--- config.mk ---
export PLATFORM = sky130hd
export DESIGN_NAME = imem_program_loader
export DESIGN_NICKNAME = d
export VERILOG_FILES = /design/src/rtl/imem_program_loader.sv
export SDC_FILE = /design/constraint.sdc
export NUM_CORES = 1
export LEC_CHECK = 0
export BUFFER_PORTS_ARGS = -buffer_cell sky130_fd_sc_hd__buf_2
export CAP_MARGIN = 20
export CORE_UTILIZATION = 54
export CTS_BUF_LIST = sky130_fd_sc_hd__clkbuf_8
export DETAILED_ROUTE_END_ITERATION = 10
export PLACE_DENSITY = 0.89
export SYNTH_ARGS = -nofsm -noshare
export SYNTH_HDL_FRONTEND = slang
export SYNTH_SLANG_ARGS = --single-unit
--- constraint.sdc ---
create_clock -name clk -period 4.5 [get_ports clk]
set_input_delay 0.9 -clock clk [delete_from_list [all_inputs] [get_ports clk]]
set_output_delay 0.9 -clock clk [all_outputs]
set_load 0.02 [all_outputs]
--- src/rtl/imem_program_loader.sv ---
// Encodes decoded RV32I instruction fields into 32-bit words and writes them
// to consecutive instruction-memory word addresses, one session per Start.
module imem_program_loader #(
   parameter int ADDR_WIDTH = 8
) (
   input  logic                  clk,
   input  logic                  rst,
   input  logic                  Start,
   input  logic                  InValid,
   output logic                  InReady,
   input  logic [6:0]            Op,
   input  logic [2:0]            Funct3,
   input  logic [6:0]            Funct7,
   input  logic [4:0]            Rd,
   input  logic [4:0]            Rs1,
   input  logic [4:0]            Rs2,
   input  logic [31:0]           Imm,
   input  logic                  Last,
   output logic                  MemWE,
   output logic [ADDR_WIDTH-1:0] MemAddr,
   output logic [31:0]           MemWD,
   output logic [ADDR_WIDTH:0]   Count,
   output logic                  Done,
   output logic [1:0]            ErrCode
);

   localparam logic [6:0] OP_LOAD   = 7'b0000011;
   localparam logic [6:0] OP_R      = 7'b0110011;
   localparam logic [6:0] OP_IALU   = 7'b0010011;
   localparam logic [6:0] OP_STORE  = 7'b0100011;
   localparam logic [6:0] OP_BRANCH = 7'b1100011;

   localparam logic [1:0] ERR_NONE  = 2'b00;
   localparam logic [1:0] ERR_OP    = 2'b01;
   localparam logic [1:0] ERR_IMM   = 2'b10;
   localparam logic [1:0] ERR_OVFL  = 2'b11;

   localparam logic [ADDR_WIDTH:0] COUNT_ONE  = {{ADDR_WIDTH{1'b0}}, 1'b1};
   localparam logic [ADDR_WIDTH:0] COUNT_FULL = {1'b1, {ADDR_WIDTH{1'b0}}};

   typedef enum logic [1:0] {
      S_IDLE,
      S_LOAD,
      S_DONE,
      S_ERROR
   } state_t;

   state_t                r_state;
   logic                  r_mem_we;
   logic [ADDR_WIDTH-1:0] r_mem_addr;
   logic [31:0]           r_mem_wd;
   logic [ADDR_WIDTH:0]   r_count;
   logic [1:0]            r_err;

   logic                  w_handshake;
   logic                  w_op_known;
   logic                  w_imm_ok;
   logic                  w_imm12_fits;
   logic                  w_imm13_fits;
   logic [31:0]           w_word;
   logic [ADDR_WIDTH:0]   w_count_inc;

   // Fits in the 12-bit (I/S) or 13-bit even (B) signed immediate field
   assign w_imm12_fits = (Imm[31:11] == {21{Imm[11]}});
   assign w_imm13_fits = (Imm[31:12] == {20{Imm[12]}}) && !Imm[0];

   always_comb begin
      w_word     = 32'h0;
      w_op_known = 1'b1;
      w_imm_ok   = 1'b1;
      case (Op)
         OP_LOAD, OP_IALU: begin
            w_word   = {Imm[11:0], Rs1, Funct3, Rd, Op};
            w_imm_ok = w_imm12_fits;
         end
         OP_R: begin
            w_word = {Funct7, Rs2, Rs1, Funct3, Rd, Op};
         end
         OP_STORE: begin
            w_word   = {Imm[11:5], Rs2, Rs1, Funct3, Imm[4:0], Op};
            w_imm_ok = w_imm12_fits;
         end
         OP_BRANCH: begin
            w_word   = {Imm[12], Imm[10:5], Rs2, Rs1, Funct3, Imm[4:1], Imm[11], Op};
            w_imm_ok = w_imm13_fits;
         end
         default: begin
            w_op_known = 1'b0;
         end
      endcase
   end

   assign InReady     = (r_state == S_LOAD) && !Start;
   assign w_handshake = InValid && InReady;
   assign w_count_inc = r_count + COUNT_ONE;

   always_ff @(posedge clk) begin
      if (rst) begin
         r_state    <= S_IDLE;
         r_mem_we   <= 1'b0;
         r_mem_addr <= '0;
         r_mem_wd   <= 32'h0;
         r_count    <= '0;
         r_err      <= ERR_NONE;
      end else begin
         r_mem_we <= 1'b0;
         if (Start) begin
            r_state <= S_LOAD;
            r_count <= '0;
            r_err   <= ERR_NONE;
         end else if (w_handshake) begin
            if (!w_op_known) begin
               r_state <= S_ERROR;
               r_err   <= ERR_OP;
            end else if (!w_imm_ok) begin
               r_state <= S_ERROR;
               r_err   <= ERR_IMM;
            end else begin
               r_mem_we   <= 1'b1;
               r_mem_addr <= r_count[ADDR_WIDTH-1:0];
               r_mem_wd   <= w_word;
               r_count    <= w_count_inc;
               if (Last) begin
                  r_state <= S_DONE;
               end else if (w_count_inc == COUNT_FULL) begin
                  r_state <= S_ERROR;
                  r_err   <= ERR_OVFL;
               end
            end
         end
      end
   end

   // A reset arriving while a write is pending masks that pulse as well
   assign MemWE   = r_mem_we && !rst;
   assign MemAddr = r_mem_addr;
   assign MemWD   = r_mem_wd;
   assign Count   = r_count;
   assign Done    = (r_state == S_DONE);
   assign ErrCode = r_err;

endmodule

==> reports/metrics.cfg <==
[outcome]
status = finished clean

[finish]
drive_gt1_share_pct = 32.29
diodes = 0
area_growth_pct = 25.12
layout.nets = 519
fin_area_sq_um = 3696
fin_util_pct = 71.46

[worst_setup_path]
worstSetupStartpointType = input port
slowest_stage = o21ai_2
crit_fanout = 20
critPathArrivalTime_ps = 3500
worstSetupEndpointType = flop
path_class = input port to flop
startpoint = Op[3]
crit-reg2reg-launch = Count[0]$_SDFFE_PP0P_
worstPathRequired_ps = 4710
path_cells = buf_2, nand4bb_1, nor3_1, or2_2, o41ai_2, o21ai_2, mux2_1
slowest_delay_ps = 790

[sta]
fin_crit_sh_pct = 73.10
fin_setup_tns_ps = 0
hold-worst-slack_ps = 452.8
slew_viol_final = 0
tightest_slew_ps = 978.0
finClkSkew_ps = 9.395
hold_violations = 0
max-slew-margin-rel_pct = 34.79
finalSetupViolCount = 0
rsz0062_at_grt = no
clock.fmax_ghz = 0.3040
period_needed_ps = 3290

[placement]
placed_area_sq_um = 3580
finalWeightedCongestion = 0.8660
io_buffers = 122
post-dp-hpwl_um = 5850

[synth]
synth_top_flop_cell = dfxtp_1
synth.distinct_cells = 55
yosysSeqAreaShare_pct = 36.59
syn_area_sq_um = 2954
yosys_warnings = 0
synth_edf_count = 0
avgSynthCellArea_sq_um = 8.766
syn_inst = 337
synth_fp_nets = 408
synthArstFlopShare_pct = 0
synth_seq_cells = 54

[grt]
grt_first_pass_wirelength_um = 12800
overflow = 0
grt_max_degree = 44
grt_usage_pct = 27.07
grt_pass1_vias = 2807
antenna_found_initial = 0

[floorplan]
die_width_um = 75.96
start_util_pct = 57.11
ioPinCount = 123
die_h_um = 75.96
num_rows = 26
dieArea_sq_um = 5770
core_area_sq_um = 5172

[detailed_routing]
vias = 3016
viasPerCell = 5.811
drt_wl_total_um = 7921
drtPass1Iterations = 4
drt.antenna.violating_nets = 0
first_iter_violations = 151
drc_errors = 0
post_drt_wl_per_cell_um = 15.26

[clocking]
htree_num_levels = 2
cts_buffers = 5
cts.hold.buffers_added = 0
clk_latency_ps = 320
cts_tree = done
cts_root_buffer = clkbuf_8
post_cts_resized = 0
clkTransAtPathRegs_ps = 100
cts.sinks = 54
cts_setup_buffers = 0
clockBufferDepth = 2

[pwr]
cellLeakagePower_uw = 0.001630
cellPowerDensity_nw_per_um2 = 246.0
ir_worst_vdd_mv = 0.2069

[worst_hold_path]
hp-class = flop to flop
min_from = MemWD[1]$_SDFFE_PP0P_

[job]
max-cap-violations = 0

==> logic make-up after synthesis <==
family | after synthesis | synth area share (%)
AOI/OAI and AO/OA | 55 | 14.32
muxes | 42 | 14.74
xor gates and xnor gates | 2 | 0.5931
buffers and inverters | 30 | 4.617
DFF | 54 | 36.59
and+or+nand+nor | 152 | 28.29
adders and majority gates | 2 | 0.8470
==> synth_stat cells (all sizes together), types with 2 or more instances <==
cell type	instances	area [sq um]
a22oi	15	112.6
ha	2	25.02
o21ai	4	20.01
a31oi	2	12.51
nand3	7	35.03
a2111oi	2	23.77
nand2	30	112.6
and2	3	18.77
and3	6	37.54
nand2b	26	162.7
or3	11	68.82
inv	8	30.03
clkbuf	15	56.30
or4	4	33.78
nor4	4	31.28
dfxtp	54	1081
mux2	12	135.1
nand4	6	37.54
a221oi	2	17.52
o22ai	2	12.51
nor2b	14	87.58
a21oi	9	45.04
or2	3	18.77
nor3	3	15.01
nor2	26	97.59
nor3b	3	22.52
a41oi	2	17.52
xnor2	2	17.52
a32o	5	50.05
and4	2	17.52
mux2i	30	300.3
buf	7	50.05
==> through the flow <==
stage / power (uW) / setup slack, ps / std cells
5_1_grt: 935.6 / 967.2 / 519
6_report: 909.2 / 1210 / 519
3_5_place_dp: 572.4 / 873.3 / 511
2_1_floorplan: 528.4 / 1588 / 337
4_1_cts: 909.9 / 1218 / 519
3_3_place_gp: 570.4 / 1096 / 511
==> state kept, by name, summed over array words and instances (netlist names) <==
name,cells
MemWD,32
Count,9
MemAddr,8
r_mem_we,1
r_state,2
ErrCode,2
==> report_power, final <==
part	switching (uW)	internal (uW)	leakage (uW)
combinational	45.7	37.5	0.00114
sequential	0.858	479	0.000435
clock	176	170	0.0000591
total	223	686	0.00163
==> placed cells by master (no fill, tap or decap), drive strengths merged, types with 2 or more instances in the layout <==
cell	n
a41oi	2
nand4	6
or3	11
nand2b	26
nand2	30
mux2	12
nand3	7
o21ai	4
xnor2	2
a31oi	2
clkbuf	5
or2	3
nor3b	3
or4	4
nor2b	14
nor4	4
a21oi	9
nor2	26
o22ai	2
a32o	5
and2	3
a22oi	15
dfxtp	54
inv	10
ha	2
a221oi	2
nor3	3
buf	126
a2111oi	2
mux2i	30
and4	2
and3	6
==> routing by layer <==
layer	vias to the layer above	part of all wire, %	GRT usage [%]
met4	0	1.9	11.35
li1	1436	-	-
met5	-	0	0
met3	16	7.1	6.265
met2	140	50	47.91
met1	1424	41	31.20
==> worst max-delay path, delay by kind of cell <==
family                 cells  cell delay [ps]
and+or+nand+nor            3             1170
AOI/OAI and AO/OA          2              930
muxes                      1              390
buffers and inverters      1              110
==> cell type report <==
cell class | instances | area, sq um
sequential | 54 | 1081
multi-input combinational | 253 | 1740
inverter | 8 | 30.03
clock inverter | 3 | 47.55
timing repair buffer | 126 | 640.6
clock buffer | 5 | 68.82
fill | 394 | 1476
tap | 70 | 87.58
==> final timing paths <==
kind | slack [ps] | end | depth (start not counted)
setup / recovery | 1210 | MemWD[11]$_SDFFE_PP0P_ | 7
hold reg to reg | 450 | MemWD[1]$_SDFFE_PP0P_ | 2
hold / removal | 450 | MemWD[1]$_SDFFE_PP0P_ | 2
setup reg to reg | 2280 | ErrCode[0]$_SDFFE_PP0P_ | 7
Power figures use the tool's default switching activity.
